**config.mk**
```make
export PLATFORM = sky130hd
export DESIGN_NAME = lsu
export DESIGN_NICKNAME = d
export VERILOG_FILES = /design/src/rtl/lsu.sv
export SDC_FILE = /design/constraint.sdc
export NUM_CORES = 1
export LEC_CHECK = 0
export CAP_MARGIN = 0
export CELL_PAD_IN_SITES_DETAIL_PLACEMENT = 1
export CELL_PAD_IN_SITES_GLOBAL_PLACEMENT = 1
export CORE_ASPECT_RATIO = 1.1
export CORE_UTILIZATION = 26
export DETAILED_ROUTE_END_ITERATION = 12
export PLACE_DENSITY = 0.78
export SETUP_SLACK_MARGIN = 0.2
export SLEW_MARGIN = 40
export SYNTH_ARGS = -nofsm -noshare
export SYNTH_HDL_FRONTEND = slang
export SYNTH_SLANG_ARGS = --single-unit
```
**constraint.sdc**
```tcl
create_clock -name clk -period 4 [get_ports clk]
set_input_delay 0.8 -clock clk [delete_from_list [all_inputs] [get_ports clk]]
set_output_delay 0.8 -clock clk [all_outputs]
set_load 0.05 [all_outputs]
```
**src/rtl/lsu.sv**
```systemverilog
// Load/store unit: takes one execute-stage packet at a time, performs at most one
// AXI4-Lite read or write, and returns a registered writeback packet.
module lsu #(
   parameter int ADDR_W = 32,
   parameter int DATA_W = 32
) (
   input  logic              clk,
   input  logic              rst,
   input  logic              i_pre_valid,
   output logic              o_pre_ready,
   output logic              o_post_valid,
   input  logic              i_post_ready,
   input  logic [DATA_W-1:0] i_lsu_exu_res,
   input  logic              i_lsu_is_load,
   input  logic              i_lsu_is_store,
   input  logic [2:0]        i_lsu_func3,
   input  logic [DATA_W-1:0] i_lsu_rs2,
   input  logic [4:0]        i_lsu_rd_id,
   input  logic              i_lsu_gpr_wen,
   output logic [DATA_W-1:0] o_lsu_wb_data,
   output logic [4:0]        o_lsu_rd_id,
   output logic              o_lsu_gpr_wen,
   output logic              o_lsu_acc_err,
   output logic [ADDR_W-1:0] o_araddr,
   output logic              o_arvalid,
   input  logic              i_arready,
   input  logic [DATA_W-1:0] i_rdata,
   input  logic [1:0]        i_rresp,
   input  logic              i_rvalid,
   output logic              o_rready,
   output logic [ADDR_W-1:0] o_awaddr,
   output logic              o_awvalid,
   input  logic              i_awready,
   output logic [DATA_W-1:0] o_wdata,
   output logic [3:0]        o_wstrb,
   output logic              o_wvalid,
   input  logic              i_wready,
   input  logic [1:0]        i_bresp,
   input  logic              i_bvalid,
   output logic              o_bready
);

   localparam logic [2:0] S_IDLE    = 3'd0;
   localparam logic [2:0] S_RD_ADDR = 3'd1;
   localparam logic [2:0] S_RD_DATA = 3'd2;
   localparam logic [2:0] S_WR_REQ  = 3'd3;
   localparam logic [2:0] S_WR_RESP = 3'd4;
   localparam logic [2:0] S_DONE    = 3'd5;

   logic [2:0]        state_q,   state_d;
   logic [ADDR_W-1:0] addr_q,    addr_d;
   logic [2:0]        func3_q,   func3_d;
   logic [4:0]        rd_id_q,   rd_id_d;
   logic              gpr_wen_q, gpr_wen_d;
   logic [DATA_W-1:0] wb_data_q, wb_data_d;
   logic [DATA_W-1:0] wdata_q,   wdata_d;
   logic [3:0]        wstrb_q,   wstrb_d;
   logic              acc_err_q, acc_err_d;
   logic              aw_done_q, aw_done_d;
   logic              w_done_q,  w_done_d;

   logic              func3_bad, misaligned, req_err;
   logic [DATA_W-1:0] st_wdata;
   logic [3:0]        st_wstrb;
   logic [7:0]        ld_byte;
   logic [15:0]       ld_half;
   logic [DATA_W-1:0] ld_data;

   // Request decode, evaluated on the incoming packet so errors are known at accept.
   always_comb begin
      func3_bad = 1'b0;
      if (i_lsu_is_load)
         func3_bad = !(i_lsu_func3 inside {3'b000, 3'b001, 3'b010, 3'b100, 3'b101});
      else if (i_lsu_is_store)
         func3_bad = !(i_lsu_func3 inside {3'b000, 3'b001, 3'b010});
      misaligned = (i_lsu_is_load | i_lsu_is_store) &
                   (((i_lsu_func3[1:0] == 2'b01) & i_lsu_exu_res[0]) |
                    ((i_lsu_func3[1:0] == 2'b10) & (i_lsu_exu_res[1:0] != 2'b00)));
      req_err = func3_bad | misaligned | (i_lsu_is_load & i_lsu_is_store);

      case (i_lsu_func3[1:0])
         2'b00: begin
            st_wdata = {4{i_lsu_rs2[7:0]}};
            st_wstrb = 4'b0001 << i_lsu_exu_res[1:0];
         end
         2'b01: begin
            st_wdata = {2{i_lsu_rs2[15:0]}};
            st_wstrb = 4'b0011 << {i_lsu_exu_res[1], 1'b0};
         end
         default: begin
            st_wdata = i_lsu_rs2;
            st_wstrb = 4'b1111;
         end
      endcase
   end

   // Load lane select and extension from the latched address and width code.
   always_comb begin
      ld_byte = i_rdata[{addr_q[1:0], 3'b000} +: 8];
      ld_half = i_rdata[{addr_q[1], 4'b0000} +: 16];
      case (func3_q)
         3'b000:  ld_data = {{24{ld_byte[7]}}, ld_byte};
         3'b001:  ld_data = {{16{ld_half[15]}}, ld_half};
         3'b100:  ld_data = {24'd0, ld_byte};
         3'b101:  ld_data = {16'd0, ld_half};
         default: ld_data = i_rdata;
      endcase
   end

   always_comb begin
      // NOTE: every next-state signal defaults to its register so no path leaves it unassigned (no latches).
      state_d   = state_q;
      addr_d    = addr_q;
      func3_d   = func3_q;
      rd_id_d   = rd_id_q;
      gpr_wen_d = gpr_wen_q;
      wb_data_d = wb_data_q;
      wdata_d   = wdata_q;
      wstrb_d   = wstrb_q;
      acc_err_d = acc_err_q;
      aw_done_d = aw_done_q;
      w_done_d  = w_done_q;

      case (state_q)
         S_IDLE: begin
            if (i_pre_valid) begin
               addr_d    = i_lsu_exu_res[ADDR_W-1:0];
               func3_d   = i_lsu_func3;
               rd_id_d   = i_lsu_rd_id;
               gpr_wen_d = i_lsu_gpr_wen;
               wb_data_d = i_lsu_exu_res;
               acc_err_d = 1'b0;
               aw_done_d = 1'b0;
               w_done_d  = 1'b0;
               if (req_err) begin
                  acc_err_d = 1'b1;
                  gpr_wen_d = 1'b0;
                  state_d   = S_DONE;
               end else if (i_lsu_is_load) begin
                  state_d = S_RD_ADDR;
               end else if (i_lsu_is_store) begin
                  gpr_wen_d = 1'b0;
                  wb_data_d = '0;
                  wdata_d   = st_wdata;
                  wstrb_d   = st_wstrb;
                  state_d   = S_WR_REQ;
               end else begin
                  state_d = S_DONE;
               end
            end
         end
         S_RD_ADDR: if (i_arready) state_d = S_RD_DATA;
         S_RD_DATA: begin
            if (i_rvalid) begin
               wb_data_d = ld_data;
               if (i_rresp != 2'b00) begin
                  acc_err_d = 1'b1;
                  gpr_wen_d = 1'b0;
               end
               state_d = S_DONE;
            end
         end
         S_WR_REQ: begin
            // Address and data channels complete independently, in either order.
            aw_done_d = aw_done_q | i_awready;
            w_done_d  = w_done_q | i_wready;
            if (aw_done_d && w_done_d) state_d = S_WR_RESP;
         end
         S_WR_RESP: begin
            if (i_bvalid) begin
               if (i_bresp != 2'b00) acc_err_d = 1'b1;
               state_d = S_DONE;
            end
         end
         S_DONE:  if (i_post_ready) state_d = S_IDLE;
         default: state_d = S_IDLE;
      endcase
   end

   // NOTE: sequential state uses non-blocking assignments so all flops update together.
   always_ff @(posedge clk or negedge rst) begin
      if (!rst) begin
         state_q   <= S_IDLE;
         addr_q    <= '0;
         func3_q   <= '0;
         rd_id_q   <= '0;
         gpr_wen_q <= 1'b0;
         wb_data_q <= '0;
         wdata_q   <= '0;
         wstrb_q   <= '0;
         acc_err_q <= 1'b0;
         aw_done_q <= 1'b0;
         w_done_q  <= 1'b0;
      end else begin
         state_q   <= state_d;
         addr_q    <= addr_d;
         func3_q   <= func3_d;
         rd_id_q   <= rd_id_d;
         gpr_wen_q <= gpr_wen_d;
         wb_data_q <= wb_data_d;
         wdata_q   <= wdata_d;
         wstrb_q   <= wstrb_d;
         acc_err_q <= acc_err_d;
         aw_done_q <= aw_done_d;
         w_done_q  <= w_done_d;
      end
   end

   assign o_pre_ready   = (state_q == S_IDLE);
   assign o_post_valid  = (state_q == S_DONE);
   assign o_lsu_wb_data = wb_data_q;
   assign o_lsu_rd_id   = rd_id_q;
   assign o_lsu_gpr_wen = gpr_wen_q;
   assign o_lsu_acc_err = acc_err_q;
   assign o_araddr      = addr_q;
   assign o_arvalid     = (state_q == S_RD_ADDR);
   assign o_rready      = (state_q == S_RD_DATA);
   assign o_awaddr      = addr_q;
   assign o_awvalid     = (state_q == S_WR_REQ) && !aw_done_q;
   assign o_wdata       = wdata_q;
   assign o_wstrb       = wstrb_q;
   assign o_wvalid      = (state_q == S_WR_REQ) && !w_done_q;
   assign o_bready      = (state_q == S_WR_RESP);

endmodule
```
==> results.yml <==
cts:
  root_buffer: "clkbuf_16"
  cts_setup_buffers: 0
  hold_buffers: 0
  clk_latency_ns: 0.41
  cts_sinks: 115
  htreeDepth: 4
  clock_path_buffers: 2
  cts_buffers: 17
  tritoncts: "built"
  cts_resized: 0
  clkSlewWorstSetupHoldPaths_ns: 0.06
flow_run:
  maxCapViolations: 0
final_layout:
  diodes: 0
  area_growth_pct: 54.16
  finish.instance_area_um2: 9399
  nNetsFinal: 993
  fillerInstances: 2595
  final_cell_mix: "clkdlybuf4s50_1 (264), nand2_1 (148), dfrtp_1 (115)"
  drive_above_1_share: 0.06222
  final_common_cell: "clkdlybuf4s50_1"
synth:
  ys_seq_elements: 115
  ys_seq_area_frac: 0.4720
  synth.cell_area_um2: 6097
  syn_inst: 659
  syn_nets: 779
  syn_avg_cell_area_um2: 9.252
  synth_warnings: 0
  yosysUniqueCellTypes: 45
timing:
  period_minus_slack_ns: 3.227
  whs_ns: 0.4347
  final.setup_skew_ns: 0.005857
  worst-slew-pin-transition_ns: 0.7894
  slew_headroom: 0.4737
  timing.final.max_slew_violations: 0
  period_share: 0.8067
  finalSetupTns_ns: 0
  setup_viol: 0
  grt_setup_unrepaired: "false"
  hold_viol: 0
  max_clock_freq_mhz: 309.9
min_path:
  holdCritPathClass: "input port to async pin"
worst_setup_path:
  worstSetupEndpointType: "output pin"
  path_max_fanout: 20
  start_kind: "register"
  arrival_ns: 2.43
  worstSetupPathType: "register to output pin"
  cp.required_ns: 3.20
route:
  wl_per_cell_um: 20.46
  via_per_inst: 4.990
  routed_wl_mm: 24.22
  drc: 0
  drt-initial-drc-count: 185
  drtAntennaViolNets: 0
  dr.pass1.iters: 4
  dr_total_vias: 5908
grt:
  grt_pass1_wl_mm: 37.27
  grt_pass1_vias: 6250
  gr-total-overflow: 0
  grt_start_max_net_pins: 67
  antenna_found_initial: 0
  grt_usage: 0.2032
floorplanning:
  fp.dieArea_um2: 24070
  ios: 266
  rows: 58
  core_um2: 22930
  die_w_um: 148.0
  die_y_um: 162.6
  start_util: 0.2659
power:
  p_leak_nw: 4.062
  cellPowerDensity_nw_per_um2: 993.7
  p_total_mw: 9.340
  max-vdd-ir-drop_v: 0.0003910
outcome:
  status: "finished, final reports clean"
placed_design:
  place.port_buffers: 265
  dpl_cell_area_um2: 8791
  place_congestion: 0.8320
  dp_hpwl_mm: 17.93
[worst paths after layout]
path / startpoint / endpoint / slack, ns / cells past startpoint
hold / removal: rst / o_wdata[28] / 0.43 / 1
hold reg to reg: o_lsu_rd_id[4] / o_lsu_rd_id[4] / 0.48 / 2
setup reg to reg: o_araddr[1] / o_lsu_wb_data[24] / 1.69 / 4
max in group asynchronous: rst / o_lsu_wb_data[9] / 2.76 / 2
min in group clk: o_lsu_rd_id[4] / o_lsu_rd_id[4] / 0.48 / 2
setup / recovery: state_q[0] / o_rready / 0.77 / 4
[metal layers]
metal,GRT usage,up-vias,share of wire
met1,0.2514,2931,0.43
met4,0.05436,0,0.014
li1,-,2743,-
met5,0,-,0
met3,0.05294,19,0.061
met2,0.3481,215,0.49
[critical path: stages, from the launching register on]
cell             delay (ns)
dfrtp_1                0.51
or3b_1                 0.40
buf_4                  0.21
inv_1                  0.07
clkdlybuf4s50_1        0.82
[where the power goes]
| group | internal [mW] | switching [mW] | leakage [nW] | total (mW) |
|---|---|---|---|---|
| Clock | 1.00 | 0.550 | 0.288 | 1.55 |
| Sequential | 1.70 | 0.475 | 1.45 | 2.18 |
| Combinational | 1.87 | 3.74 | 2.32 | 5.61 |
| Total | 4.57 | 4.77 | 4.06 | 9.34 |
[metrics by stage]
step / std cells / util / setup slack [ns]
after CTS: 1184 / 0.4091 / 0.7467
after global routing: 1184 / 0.4099 / 0.6673
final: 1184 / 0.4099 / 0.7732
after detailed placement: 1154 / 0.3833 / 0.8729
after global placement: 1154 / 0.3833 / 0.9710
after floorplan: 659 / - / 1.315
[area by class of cell]
cell class / instances / area [µm²] / share of cell area
sequential: 115 / 2878 / 0.3062
timing repair buffer: 280 / 2788 / 0.2966
inverter: 8 / 30.03 / 0.003195
clock inverter: 10 / 133.9 / 0.01424
tap: 300 / 375.4 / 0.03994
clock buffer: 20 / 456.7 / 0.04859
multi-input combinational: 451 / 2738 / 0.2913
[cells by family (layout without fill, tap and decap cells)]
logic type      after synthesis  count (layout)  share of synthesized area
buf+inv                      93             318                    0.08290
simple gates                198             198                     0.1404
compound gates              192             192                     0.1980
mux                          61              61                     0.1067
flops                       115             115                     0.4720
[sequential cells by signal, summed over array words and instances, names as in the netlist]
| name | flops |
|---|---|
| o_lsu_acc_err | 1 |
| o_araddr | 32 |
| o_lsu_rd_id | 5 |
| o_wstrb | 4 |
| func3_q | 3 |
| aw_done_q | 1 |
| w_done_q | 1 |
| state_q | 3 |
| o_lsu_wb_data | 32 |
| o_wdata | 32 |
| o_lsu_gpr_wen | 1 |
[synthesized netlist by cell type, drive strengths merged]
| master | instances | area [µm²] |
|---|---|---|
| nand4b | 1 | 8.760 |
| or3 | 1 | 6.260 |
| nor3 | 4 | 31.28 |
| a22o | 16 | 140.1 |
| and3 | 2 | 12.51 |
| nand3b | 7 | 52.55 |
| clkbuf | 34 | 127.6 |
| o21a | 1 | 7.510 |
| a32o | 2 | 20.02 |
| a31oi | 23 | 143.9 |
| nand2b | 5 | 31.28 |
| nand2 | 148 | 555.5 |
| mux2 | 19 | 214.0 |
| nor2 | 14 | 52.55 |
| a21oi | 63 | 315.3 |
| a21o | 2 | 15.01 |
| o22ai | 33 | 206.5 |
| o211ai | 4 | 30.03 |
| or3b | 1 | 8.760 |
| o221ai | 15 | 131.4 |
| and2 | 1 | 6.260 |
| dfrtp | 115 | 2878 |
| o31ai | 1 | 7.510 |
| o22a | 2 | 17.52 |
| a221oi | 1 | 8.760 |
| nor3b | 1 | 12.51 |
| o2111ai | 1 | 8.760 |
| buf | 51 | 347.8 |
| nor2b | 10 | 62.56 |
| o31a | 1 | 8.760 |
| o41ai | 1 | 8.760 |
| o21ai | 24 | 120.1 |
| o2bb2ai | 1 | 8.760 |
| inv | 8 | 30.03 |
| a2111oi | 1 | 8.760 |
| nand3 | 3 | 15.01 |
| mux4 | 1 | 22.52 |
| mux2i | 41 | 414.1 |
(Power assumes the default switching activity.)
